$ cat src/rtl/mem_bus_arbiter.sv
`default_nettype none
// ============================================================================
// mem_bus_arbiter
// Merges the B32P fetch and data ports onto one memory bus: round-robin with
// data-first tie-break, registered bus outputs, watchdog for hung accesses.
// Revision: 1.0
// ============================================================================
module mem_bus_arbiter #(
  parameter int ADDR_WIDTH = 27,
  parameter int DATA_WIDTH = 32,
  parameter int TIMEOUT    = 1023
) (
  input  logic                  clk,
  input  logic                  reset,
  // instruction fetch port
  input  logic                  i_start,
  input  logic [ADDR_WIDTH-1:0] i_addr,
  output logic [DATA_WIDTH-1:0] i_q,
  output logic                  i_done,
  // data port
  input  logic                  d_start,
  input  logic [ADDR_WIDTH-1:0] d_addr,
  input  logic [DATA_WIDTH-1:0] d_data,
  input  logic                  d_we,
  output logic [DATA_WIDTH-1:0] d_q,
  output logic                  d_done,
  // memory bus
  output logic                  bus_start,
  output logic [ADDR_WIDTH-1:0] bus_addr,
  output logic [DATA_WIDTH-1:0] bus_data,
  output logic                  bus_we,
  input  logic [DATA_WIDTH-1:0] bus_q,
  input  logic                  bus_done,
  output logic                  timeout_err
);

  typedef enum logic [2:0] {
    S_IDLE   = 3'd0,
    S_BUSY_I = 3'd1,
    S_BUSY_D = 3'd2,
    S_RESP_I = 3'd3,
    S_RESP_D = 3'd4
  } state_t;

  localparam int              CNT_W    = (TIMEOUT > 1) ? $clog2(TIMEOUT) : 1;
  localparam bit              WDOG_EN  = (TIMEOUT > 0);
  localparam logic [CNT_W-1:0] CNT_LAST = CNT_W'(TIMEOUT - 1);

  localparam logic GRANT_I = 1'b0;
  localparam logic GRANT_D = 1'b1;

  state_t                  state_q, state_d;
  logic                    last_grant_q, last_grant_d;
  logic [CNT_W-1:0]        cnt_q, cnt_d;
  logic                    bus_start_q, bus_start_d;
  logic [ADDR_WIDTH-1:0]   bus_addr_q, bus_addr_d;
  logic [DATA_WIDTH-1:0]   bus_data_q, bus_data_d;
  logic                    bus_we_q, bus_we_d;
  logic [DATA_WIDTH-1:0]   i_q_q, i_q_d;
  logic [DATA_WIDTH-1:0]   d_q_q, d_q_d;
  logic                    i_done_q, i_done_d;
  logic                    d_done_q, d_done_d;
  logic                    timeout_err_q, timeout_err_d;

  logic                    grant_d_port;
  logic                    grant_i_port;
  logic                    busy_expired;

  // On a tie, the port that did not win last time gets the bus.
  assign grant_d_port = d_start && (!i_start || (last_grant_q == GRANT_I));
  assign grant_i_port = i_start && !grant_d_port;
  assign busy_expired = WDOG_EN && (cnt_q == CNT_LAST);

  always_comb begin
    state_d       = state_q;
    last_grant_d  = last_grant_q;
    cnt_d         = cnt_q;
    bus_start_d   = bus_start_q;
    bus_addr_d    = bus_addr_q;
    bus_data_d    = bus_data_q;
    bus_we_d      = bus_we_q;
    i_q_d         = i_q_q;
    d_q_d         = d_q_q;
    i_done_d      = 1'b0;
    d_done_d      = 1'b0;
    timeout_err_d = timeout_err_q;

    case (state_q)
      S_IDLE: begin
        if (grant_d_port) begin
          bus_addr_d   = d_addr;
          bus_data_d   = d_data;
          bus_we_d     = d_we;
          bus_start_d  = 1'b1;
          cnt_d        = '0;
          last_grant_d = GRANT_D;
          state_d      = S_BUSY_D;
        end else if (grant_i_port) begin
          bus_addr_d   = i_addr;
          bus_data_d   = '0;
          bus_we_d     = 1'b0;
          bus_start_d  = 1'b1;
          cnt_d        = '0;
          last_grant_d = GRANT_I;
          state_d      = S_BUSY_I;
        end
      end

      S_BUSY_I: begin
        // A completion arriving on the expiry cycle still counts as success.
        if (bus_done) begin
          bus_start_d = 1'b0;
          i_q_d       = bus_q;
          i_done_d    = 1'b1;
          state_d     = S_RESP_I;
        end else if (busy_expired) begin
          bus_start_d   = 1'b0;
          i_q_d         = '0;
          i_done_d      = 1'b1;
          timeout_err_d = 1'b1;
          state_d       = S_RESP_I;
        end else begin
          cnt_d = cnt_q + 1'b1;
        end
      end

      S_BUSY_D: begin
        if (bus_done) begin
          bus_start_d = 1'b0;
          d_q_d       = bus_q;
          d_done_d    = 1'b1;
          state_d     = S_RESP_D;
        end else if (busy_expired) begin
          bus_start_d   = 1'b0;
          d_q_d         = '0;
          d_done_d      = 1'b1;
          timeout_err_d = 1'b1;
          state_d       = S_RESP_D;
        end else begin
          cnt_d = cnt_q + 1'b1;
        end
      end

      S_RESP_I, S_RESP_D: begin
        state_d = S_IDLE;
      end

      default: begin
        state_d     = S_IDLE;
        bus_start_d = 1'b0;
      end
    endcase
  end

  always_ff @(posedge clk) begin
    if (reset) begin
      state_q       <= S_IDLE;
      last_grant_q  <= GRANT_I;
      cnt_q         <= '0;
      bus_start_q   <= 1'b0;
      bus_addr_q    <= '0;
      bus_data_q    <= '0;
      bus_we_q      <= 1'b0;
      i_q_q         <= '0;
      d_q_q         <= '0;
      i_done_q      <= 1'b0;
      d_done_q      <= 1'b0;
      timeout_err_q <= 1'b0;
    end else begin
      state_q       <= state_d;
      last_grant_q  <= last_grant_d;
      cnt_q         <= cnt_d;
      bus_start_q   <= bus_start_d;
      bus_addr_q    <= bus_addr_d;
      bus_data_q    <= bus_data_d;
      bus_we_q      <= bus_we_d;
      i_q_q         <= i_q_d;
      d_q_q         <= d_q_d;
      i_done_q      <= i_done_d;
      d_done_q      <= d_done_d;
      timeout_err_q <= timeout_err_d;
    end
  end

  assign bus_start   = bus_start_q;
  assign bus_addr    = bus_addr_q;
  assign bus_data    = bus_data_q;
  assign bus_we      = bus_we_q;
  assign i_q         = i_q_q;
  assign d_q         = d_q_q;
  assign i_done      = i_done_q;
  assign d_done      = d_done_q;
  assign timeout_err = timeout_err_q;

endmodule
`default_nettype wire

$ cat config.mk
export PLATFORM = sky130hd
export DESIGN_NAME = mem_bus_arbiter
export DESIGN_NICKNAME = d
export VERILOG_FILES = /design/src/rtl/mem_bus_arbiter.sv
export SDC_FILE = /design/constraint.sdc
export NUM_CORES = 1
export LEC_CHECK = 0
export ABC_AREA = 1
export CAP_MARGIN = 20
export CORE_UTILIZATION = 43
export CTS_CLUSTER_SIZE = 10
export DETAILED_ROUTE_END_ITERATION = 10
export PLACE_DENSITY = 0.81
export SLEW_MARGIN = 20
export SYNTH_ARGS = -nofsm -noshare
export SYNTH_HDL_FRONTEND = slang
export SYNTH_SLANG_ARGS = --single-unit
$ cat constraint.sdc
create_clock -name clk -period 1.6 [get_ports clk]
set_input_delay 0.24 -clock clk [delete_from_list [all_inputs] [get_ports clk]]
set_output_delay 0.24 -clock clk [all_outputs]
set_load 0.01 [all_outputs]
==> flow_metrics.env, run 1 <==
export IMPL_relSlewSlack_pct=69.0
export IMPL_postSynthAreaPerCell_um2=7.00
export IMPL_drv_slew=0
export IMPL_ctsHtreeMaxLevel=4
export IMPL_grt_max_degree=68
export IMPL_start_util_pct=44.8
export IMPL_p_per_area_mw_per_mm2=1260
export IMPL_cp_slowest_cell="clkdlybuf4s50_1"
export IMPL_grt_use_total_pct=25.1
export IMPL_clock_sinks=142
export IMPL_crit_family="buffers and inverters"
export IMPL_r2r_setup_slack_ns=0.09
export IMPL_place_area_mm2=0.00887
export IMPL_syn_nets=987
export IMPL_die_h_um=120
export IMPL_io_pins=252
export IMPL_finalCritPeriodShare_pct=98.1
export IMPL_synth_seq_area_share_pct=47.2
export IMPL_area_delta_synth_final_pct=58.1
export IMPL_fmax_mhz=637
export IMPL_post_route_drc_count=0
export IMPL_cp_arrival_ns=1.33
export IMPL_nFillCells=1115
export IMPL_final_hold_viol_count=0
export IMPL_gp_congestion=0.834
export IMPL_drv_cap=0
export IMPL_synth_top_area_share_pct=47.2
export IMPL_clockBufferDepth=2
export IMPL_critPathKind="reg -> out"
export IMPL_drt_iter0_drc=401
export IMPL_fin_ws_ns=0.0305
export IMPL_dp_slack_ns=-0.120
export IMPL_port_buffers=251
export IMPL_cp_start_kind="register"
export IMPL_wl_mm=18.3
export IMPL_required_ns=1.36
export IMPL_drt_pass1_iterations=5
export IMPL_ir_worst_vdd_v=0.000802
export IMPL_synth_warning_count=0
export IMPL_synth_cells=861
export IMPL_ant_nets=0
export IMPL_syn_area_mm2=0.00602
export IMPL_wl_per_cell_um=14.0
export IMPL_hold_path_class="in -> reg"
export IMPL_finalSetupViolCount=0
export IMPL_fin_skew_ns=0.00678
export IMPL_coreArea_mm2=0.0135
export IMPL_diodes=0
export IMPL_grt_setup_unrepaired="yes"
export IMPL_finalInstanceArea_mm2=0.00952
export IMPL_period_minus_slack_ns=1.57
export IMPL_synthTopCellsByArea="dfxtp_1, nand2_1, a21oi_1"
export IMPL_root_buffer="clkbuf_16"
export IMPL_clk_pin_slew_ns=0.06
export IMPL_synth_distinct_cells=27
export IMPL_synth_seq_cells=142
export IMPL_dieArea_mm2=0.0145
export IMPL_p_leak_nw=4.12
export IMPL_crit_buf_inv=1
export IMPL_rows=42
export IMPL_end_kind="output port"
export IMPL_cts_hold_buf=0
export IMPL_clk_latency_ns=0.42
export IMPL_cts_buffers=17
export IMPL_overflow=0
export IMPL_status="finished, final reports clean"
export IMPL_die_w_um=120
export IMPL_final_nets=1247
export IMPL_grt_pass1_wl_mm=28.9
export IMPL_grt_pass1_vias=6072
export IMPL_cts_tree="done"
export IMPL_antenna_found_initial=0
export IMPL_crit_fanout=2
export IMPL_drive_above_1_share_pct=9.71
export IMPL_vias=6330
export IMPL_utilization_pct=70.8
export IMPL_max_stage_delay_ns=0.55
export IMPL_worstPathCellList="clkdlybuf4s50_1"
export IMPL_vias_per_cell=4.84
export IMPL_place_hpwl_mm=12.5
export IMPL_synth_top_cell_by_area="dfxtp_1"
export IMPL_worstMarginPinSlew_ns=0.465
cells in the mapped netlist:
master,number
buf_1,1
nand2_2,10
clkbuf_1,22
xnor2_1,1
o21ai_0,26
inv_1,53
buf_2,18
nor3_2,1
o21ai_1,2
nand3_2,7
dfxtp_1,142
ha_1,2
nor2_1,53
a31oi_1,1
nor2_2,1
o211ai_1,1
nand2_4,3
nor3_1,2
nand2_1,343
buf_6,9
a21oi_1,134
o21a_1,1
nor2_4,4
or2_0,1
clkbuf_2,2
inv_2,6
nand3_1,15
layout by cell type (no fill, tap or decap), types with 3 or more instances in the layout:
master and n:
nand2_1 343, clkdlybuf4s50_1 238, dfxtp_1 142, a21oi_1 132, inv_1 52, nor2_1 51
buf_4 31, o21ai_0 26, clkbuf_16 17, nand3_1 15, dlymetal6s2s_1 11, buf_12 10
nand2_2 9, inv_2 7, nand3_2 7, clkinvlp_4 5, nand2_4 4, nor2_4 4
nor2_2 3, clkbuf_8 3
registers in the layout, summed over array words and instances, names as in the netlist, 3 cells and up:
register	cells
cnt_q	10
d_q	32
i_q	32
bus_data	32
state_q	3
bus_addr	27
logic make-up after synthesis:
family,synth area share (%)
AOI/OAI and AO/OA,13.8
xor gates and xnor gates,0.145
adders and majority gates,0.415
buffers and inverters,8.45
DFF,47.2
and+or+nand+nor,30.0
final timing paths:
check                            startpoint                    to  cells past startpoint
setup / recovery  bus_addr[15]$_SDFFE_PP0P_          bus_addr[15]                      1
hold / removal                        reset   i_q[9]$_SDFFE_PP0P_                      3
setup reg to reg      cnt_q[0]$_SDFFE_PP0P_  i_q[28]$_SDFFE_PP0P_                     10
hold reg to reg        i_q[23]$_SDFFE_PP0P_  i_q[23]$_SDFFE_PP0P_                      2
power breakdown:
group	switching (mW)	internal [mW]	leakage, nW
Combinational	2.04	1.97	2.70
Sequential	0.264	4.03	1.16
Clock	1.47	2.25	0.261
Total	3.77	8.25	4.12
stage by stage:
stage | std cells | setup TNS (ns) | hold slack [ns] | total power, mW
after floorplan | 861 | 0 | 0.387 | 6.34
after global routing | 1309 | -0.191 | 0.318 | 12.7
after detailed placement | 1275 | -4.93 | 0.450 | 8.26
after CTS | 1306 | 0 | 0.307 | 12.0
final | 1309 | 0 | 0.310 | 12.0
after global placement | 1275 | -2.29 | 0.445 | 8.19
per-layer routing:
| metal | part of all wire (%) | track usage, % | vias up | wire [um] |
|---|---|---|---|---|
| li1 | - | - | 3218 | - |
| met3 | 8.5 | 8.54 | 25 | 1560 |
| met2 | 49 | 43.4 | 204 | 8940 |
| met4 | 2.0 | 9.72 | 0 | 359 |
| met5 | 0 | 0 | - | 0 |
| met1 | 41 | 28.2 | 2883 | 7460 |
area by class of cell:
cell class | count | area, um2 | share of cell area [%]
timing repair buffer | 293 | 2990 | 31.4
sequential | 142 | 2840 | 29.8
multi-input combinational | 608 | 2690 | 28.3
clock buffer | 22 | 474 | 4.98
inverter | 59 | 221 | 2.33
tap | 176 | 220 | 2.31
clock inverter | 9 | 86.3 | 0.906
what timing repair did:
action | in CTS | in global routing
pin swaps | 0 | 2
setup endpoints to repair | 1 | 54
gates resized for setup | 1 | 21
buffers inserted | 0 | 3
No activity file was read; power rests on OpenSTA's default activity.
==> run 2, diff against run 1 <==
CORE_UTILIZATION = 63   (was 43)
DONT_BUFFER_PORTS = 1   (was unset)
PLACE_DENSITY = 0.79   (was 0.81)
==> run 2 against run 1 <==
The run now ends with negative hold slack left; power down 11%; largest power group unchanged; first-iteration DRC count down 2.7%; non-clock buffer count down 231; die area down 31%; global-route usage up 8.0 points; highest routed layer unchanged.
==> flow_metrics.env, run 2 (same netlist as run 1, synthesis figures left out) <==
export IMPL_hold_path_class="in -> reg"
export IMPL_end_kind="register"
export IMPL_cp_arrival_ns=1.96
export IMPL_cts_buffers=17
export IMPL_finalSetupViolCount=0
export IMPL_drt_pass1_iterations=5
export IMPL_ir_worst_vdd_v=0.00109
export IMPL_clk_pin_slew_ns=0.06
export IMPL_port_buffers=0
export IMPL_wl_mm=16.5
export IMPL_dieArea_mm2=0.00996
export IMPL_finalNonFillerCells=1032
export IMPL_pwr_share_seq_pct=43.4
export IMPL_crit_fanout=11
export IMPL_ant_nets=0
export IMPL_pwr_share_clk_pct=34.3
export IMPL_fmax_mhz=643
export IMPL_ctsHtreeMaxLevel=4
export IMPL_worstMarginPinSlew_ns=0.446
export IMPL_p_leak_nw=3.04
export IMPL_die_w_um=99.8
export IMPL_wl_per_cell_um=16.0
export IMPL_final_common_cell="nand2_1"
export IMPL_final_nets=1016
export IMPL_grt_pass1_vias=5452
export IMPL_status="complete, but fails checks"
export IMPL_finalCritPeriodShare_pct=97.3
export IMPL_critPathKind="reg -> reg"
export IMPL_overflow=0
export IMPL_grt_use_total_pct=33.0
export IMPL_clk_latency_ns=0.51
export IMPL_antenna_found_initial=1
export IMPL_coreArea_mm2=0.00924
export IMPL_place_hpwl_mm=10.2
export IMPL_start_util_pct=65.2
export IMPL_internal_power_mw=6.98
export IMPL_final_cell_mix="nand2_1, dfxtp_1, a21oi_1, inv_1, nor2_1"
export IMPL_utilization_pct=77.0
export IMPL_sw_frac_of_total_pct=34.5
export IMPL_hold_slack_ns=-0.196
export IMPL_drv_slew=0
export IMPL_p_per_area_mw_per_mm2=1500
export IMPL_io_pins=252
export IMPL_r2r_setup_slack_ns=0.04
export IMPL_clockBufferDepth=2
export IMPL_final_hold_viol_count=107
export IMPL_vias=5677
export IMPL_gp_congestion=0.873
export IMPL_rows=35
export IMPL_cts_tree="done"
export IMPL_area_delta_synth_final_pct=18.2
export IMPL_clock_sinks=142
export IMPL_required_ns=2.00
export IMPL_grt_pass1_wl_mm=26.0
export IMPL_post_place_cells=956
export IMPL_root_buffer="clkbuf_8"
export IMPL_drt_iter0_drc=390
export IMPL_fin_skew_ns=0.00972
export IMPL_grt_setup_unrepaired="yes"
export IMPL_period_minus_slack_ns=1.56
export IMPL_die_h_um=99.8
export IMPL_relSlewSlack_pct=70.2
export IMPL_total_power_mw=10.7
export IMPL_cp_start_kind="register"
export IMPL_switchingPower_mw=3.67
export IMPL_post_route_drc_count=0
export IMPL_drv_cap=0
export IMPL_grt_max_degree=109
export IMPL_vias_per_cell=5.50
export IMPL_drive_above_1_share_pct=9.53
export IMPL_cts_hold_buf=44
export IMPL_violations="negative hold slack"
export IMPL_p_comb_share_pct=22.3
-- run 2: final cells by class --
class                   instances  area (um2)
fillers                       640        2120
well taps                     129         161
multi-input cells             608        2700
repair buffers                 62         638
diodes                          1        2.50
clock buffers                  17         414
inverters                      59         224
clock inverters                14         135
flip-flops and latches        142        2840
-- run 2: worst max-delay path: stages, from the launching register on --
cell and delay, ns:
dfxtp_1 0.32, inv_1 0.06, ha_1 0.17, nand3_1 0.10, nor2_2 0.15, nand2_2 0.08
nand2_4 0.12, nand2_8 0.11, nand2_4 0.10, inv_1 0.07, nor2_1 0.11, nor2_1 0.06
-- run 2: what timing repair did --
| item | CTS | global route |
|---|---|---|
| hold endpoints to repair | 132 | 107 |
| setup endpoints to repair | 0 | 103 |
| setup buffers | 0 | 0 |
| resized for setup | 0 | 13 |
-- run 2: metal layers --
metal / vias to the layer above / wire (um) / global-route usage, %
met5: - / 0 / 0
met4: 0 / 570 / 18.9
met3: 56 / 1620 / 12.3
met2: 307 / 8240 / 54.7
met1: 2563 / 6120 / 36.5
li1: 2751 / - / -
-- run 2: final timing paths --
kind | endpoint | from | depth (start not counted)
max reg2reg | cnt_q[6]$_SDFFE_PP0P_ | cnt_q[0]$_SDFFE_PP0P_ | 11
min | d_q[10]$_SDFFE_PP0P_ | reset | 1
max | cnt_q[6]$_SDFFE_PP0P_ | cnt_q[0]$_SDFFE_PP0P_ | 11
min reg2reg | cnt_q[1]$_SDFFE_PP0P_ | cnt_q[1]$_SDFFE_PP0P_ | 2
-- run 2: per-stage QoR --
stage	instance area (um2)	setup slack, ns	hold WS [ns]	TNS, ns
final	7120	0.0438	-0.196	0
after global routing	7120	-0.0521	-0.231	-0.0758
after CTS	7070	0.0250	-0.223	0
after detailed placement	6070	0.0367	0.317	0
after global placement	6070	0.116	0.315	0
after floorplan	6020	0.211	0.387	0
-- run 2: power groups by stage --
| stage | clock network (mW) | registers, mW | logic [mW] |
|---|---|---|---|
| finish | 3.65 | 4.63 | 2.38 |
| global route | 3.85 | 4.67 | 2.66 |
| CTS | 3.69 | 4.62 | 2.24 |
| detailed placement | 0 | 4.69 | 2.14 |
| global placement | 0 | 4.68 | 2.05 |
| floorplan | 0 | 4.56 | 1.78 |
==> run 3, diff against run 2 <==
GPL_TIMING_DRIVEN = 0   (was unset)
==> run 3 against run 2 <==
The run ends with negative hold slack, negative setup slack left; critical path depth is 4 lower; cell count is 11% higher; count of clock-buffer cells in the layout stayed put; maximum frequency is 12% lower; routed wire length is 31% higher; die area stayed put; critical path type unchanged; critical endpoint is now cnt_q[9]$_SDFFE_PP0P_; largest power group unchanged; highest routed layer unchanged.
==> flow_metrics.env, run 3 (same netlist as run 1, synthesis figures left out) <==
export IMPL_status="complete, but fails checks"
export IMPL_violations="negative hold slack, negative setup slack"
export IMPL_drv_slew=0
export IMPL_worstSetupStartpoint="cnt_q[2]$_SDFFE_PP0P_"
export IMPL_rows=35
export IMPL_grt_max_degree=17
export IMPL_clk_latency_ns=0.53
export IMPL_start_util_pct=65.2
export IMPL_post_route_drc_count=0
export IMPL_required_ns=2.01
export IMPL_final_hold_viol_count=1
export IMPL_finalCritPeriodShare_pct=110
export IMPL_vias=6796
export IMPL_p_leak_nw=3.46
export IMPL_end_kind="register"
export IMPL_met3_length_mm=2.34
export IMPL_gp_congestion=0.843
export IMPL_place_hpwl_mm=11.4
export IMPL_hold_path_class="in -> reg"
export IMPL_wl_met2_mm=10.4
export IMPL_final_nets=1125
export IMPL_overflow=0
export IMPL_p_per_area_mw_per_mm2=1420
export IMPL_worstMarginPinSlew_ns=0.619
export IMPL_coreArea_mm2=0.00924
export IMPL_pwr_share_seq_pct=40.9
export IMPL_setup_tns_ns=-0.262
export IMPL_root_buffer="clkbuf_8"
export IMPL_routed_top_layer="met4"
export IMPL_die_w_um=99.8
export IMPL_drt_iter0_drc=665
export IMPL_fmax_mhz=568
export IMPL_crit_fanout=6
export IMPL_grt_pass1_wl_mm=31.4
export IMPL_grt_use_total_pct=40.4
export IMPL_drive_above_1_share_pct=12.1
export IMPL_final_common_cell="nand2_1"
export IMPL_relSlewSlack_pct=58.7
export IMPL_vias_per_cell=5.96
export IMPL_ir_worst_vdd_v=0.000958
export IMPL_antenna_found_initial=1
export IMPL_dieArea_mm2=0.00996
export IMPL_clock_sinks=142
export IMPL_final_cell_mix="nand2_1, dfxtp_1, a21oi_1, dlygate4sd3_1, inv_1"
export IMPL_switchingPower_mw=4.12
export IMPL_grt_setup_unrepaired="yes"
export IMPL_finalNonFillerCells=1141
export IMPL_utilization_pct=87.6
export IMPL_wirelength_met1_mm=7.52
export IMPL_area_delta_synth_final_pct=34.4
export IMPL_period_minus_slack_ns=1.76
export IMPL_internal_power_mw=7.35
export IMPL_cts_buffers=17
export IMPL_grt_pass1_vias=6543
export IMPL_finalSetupViolCount=9
export IMPL_port_buffers=0
export IMPL_post_place_cells=990
export IMPL_worstHoldStart="d_addr[17]"
export IMPL_reg2reg_from="cnt_q[2]$_SDFFE_PP0P_"
export IMPL_clk_pin_slew_ns=0.06
export IMPL_wl_per_cell_um=19.0
export IMPL_sw_frac_of_total_pct=35.9
export IMPL_ctsHtreeMaxLevel=4
export IMPL_die_h_um=99.8
export IMPL_hold_slack_ns=-0.00608
export IMPL_drt_pass1_iterations=8
export IMPL_critPathKind="reg -> reg"
export IMPL_clockBufferDepth=2
export IMPL_cp_arrival_ns=2.18
export IMPL_fin_skew_ns=0.00777
export IMPL_wl_mm=21.6
export IMPL_pwr_share_clk_pct=33.9
export IMPL_io_pins=252
export IMPL_cts_tree="done"
export IMPL_finalInstanceArea_mm2=0.00810
export IMPL_cp_start_kind="register"
export IMPL_place_area_mm2=0.00618
export IMPL_drv_cap=0
export IMPL_ant_nets=0
export IMPL_p_comb_share_pct=25.2
export IMPL_fin_ws_ns=-0.161
==> run 3: cell count changes in the layout (fill, tap and decap cells not counted), moves of 4 or more <==
cell / delta
clkbuf_1: +19
o21ai_1: +7
buf_2: +14
buf_4: -6
nand3_1: -4
clkbuf_4: +5
buf_12: -4
clkbuf_2: +5
o21ai_0: -9
dlygate4sd3_1: +68
==> run 3: what timing repair did <==
item / CTS / global route
hold buffers: 111 / 0
buffers inserted: 0 / 5
gates cloned: 0 / 3
pin swaps: 0 / 12
endpoints found under the hold margin: 119 / 0
gates resized for setup: 2 / 49
endpoints found under the setup margin: 33 / 91
==> run 3: area by class of cell <==
cell class                      count  area, um2
Sequential cell                   142       2850
Multi-Input combinational cell    608       2770
Timing Repair Buffer              119       1200
Fill cell                         415       1140
Clock buffer                       17        414
Buffer                             52        312
Inverter                           59        226
Tap cell                          129        161
Clock inverter                     14        160
Antenna cell                        1       2.50
==> run 3: stage by stage <==
step / setup slack, ns / power, mW
3_5_place_dp: -0.0137 / 6.91
2_1_floorplan: 0.211 / 6.34
6_report: -0.161 / 11.5
3_3_place_gp: 0.0592 / 6.81
5_1_grt: -0.170 / 11.9
4_1_cts: 0.0214 / 10.9
==> run 3: worst paths after layout <==
| check | end | slack, ns | depth (start not counted) |
|---|---|---|---|
| min | bus_addr[17]$_SDFFE_PP0P_ | -0.006 | 4 |
| max reg2reg | cnt_q[9]$_SDFFE_PP0P_ | -0.16 | 7 |
| min reg2reg | last_grant_q$_SDFFE_PP0P_ | 0.50 | 2 |
| max | cnt_q[9]$_SDFFE_PP0P_ | -0.16 | 7 |
==> run 3: critical path: stages, from the launching register on <==
cell	delay, ns
dfxtp_1	0.53
nand3_1	0.26
nor2_1	0.34
nand3_1	0.16
nand2_1	0.09
a21oi_1	0.04
nor2_1	0.16
nor2_1	0.08
==> run 3: routing by layer <==
metal  vias up  global-route usage, %
met5         -                      0
li1       2978                      -
met4         0                   25.3
met1      3049                   42.7
met2       586                   67.5
met3       183                   15.8
==> run 3: power groups by stage <==
stage / logic (mW) / clock network, mW / registers, mW
after CTS: 2.45 / 3.85 / 4.64
after global placement: 2.13 / 0 / 4.69
final: 2.88 / 3.89 / 4.69
after floorplan: 1.78 / 0 / 4.56
after detailed placement: 2.21 / 0 / 4.70
after global routing: 3.16 / 4.02 / 4.72
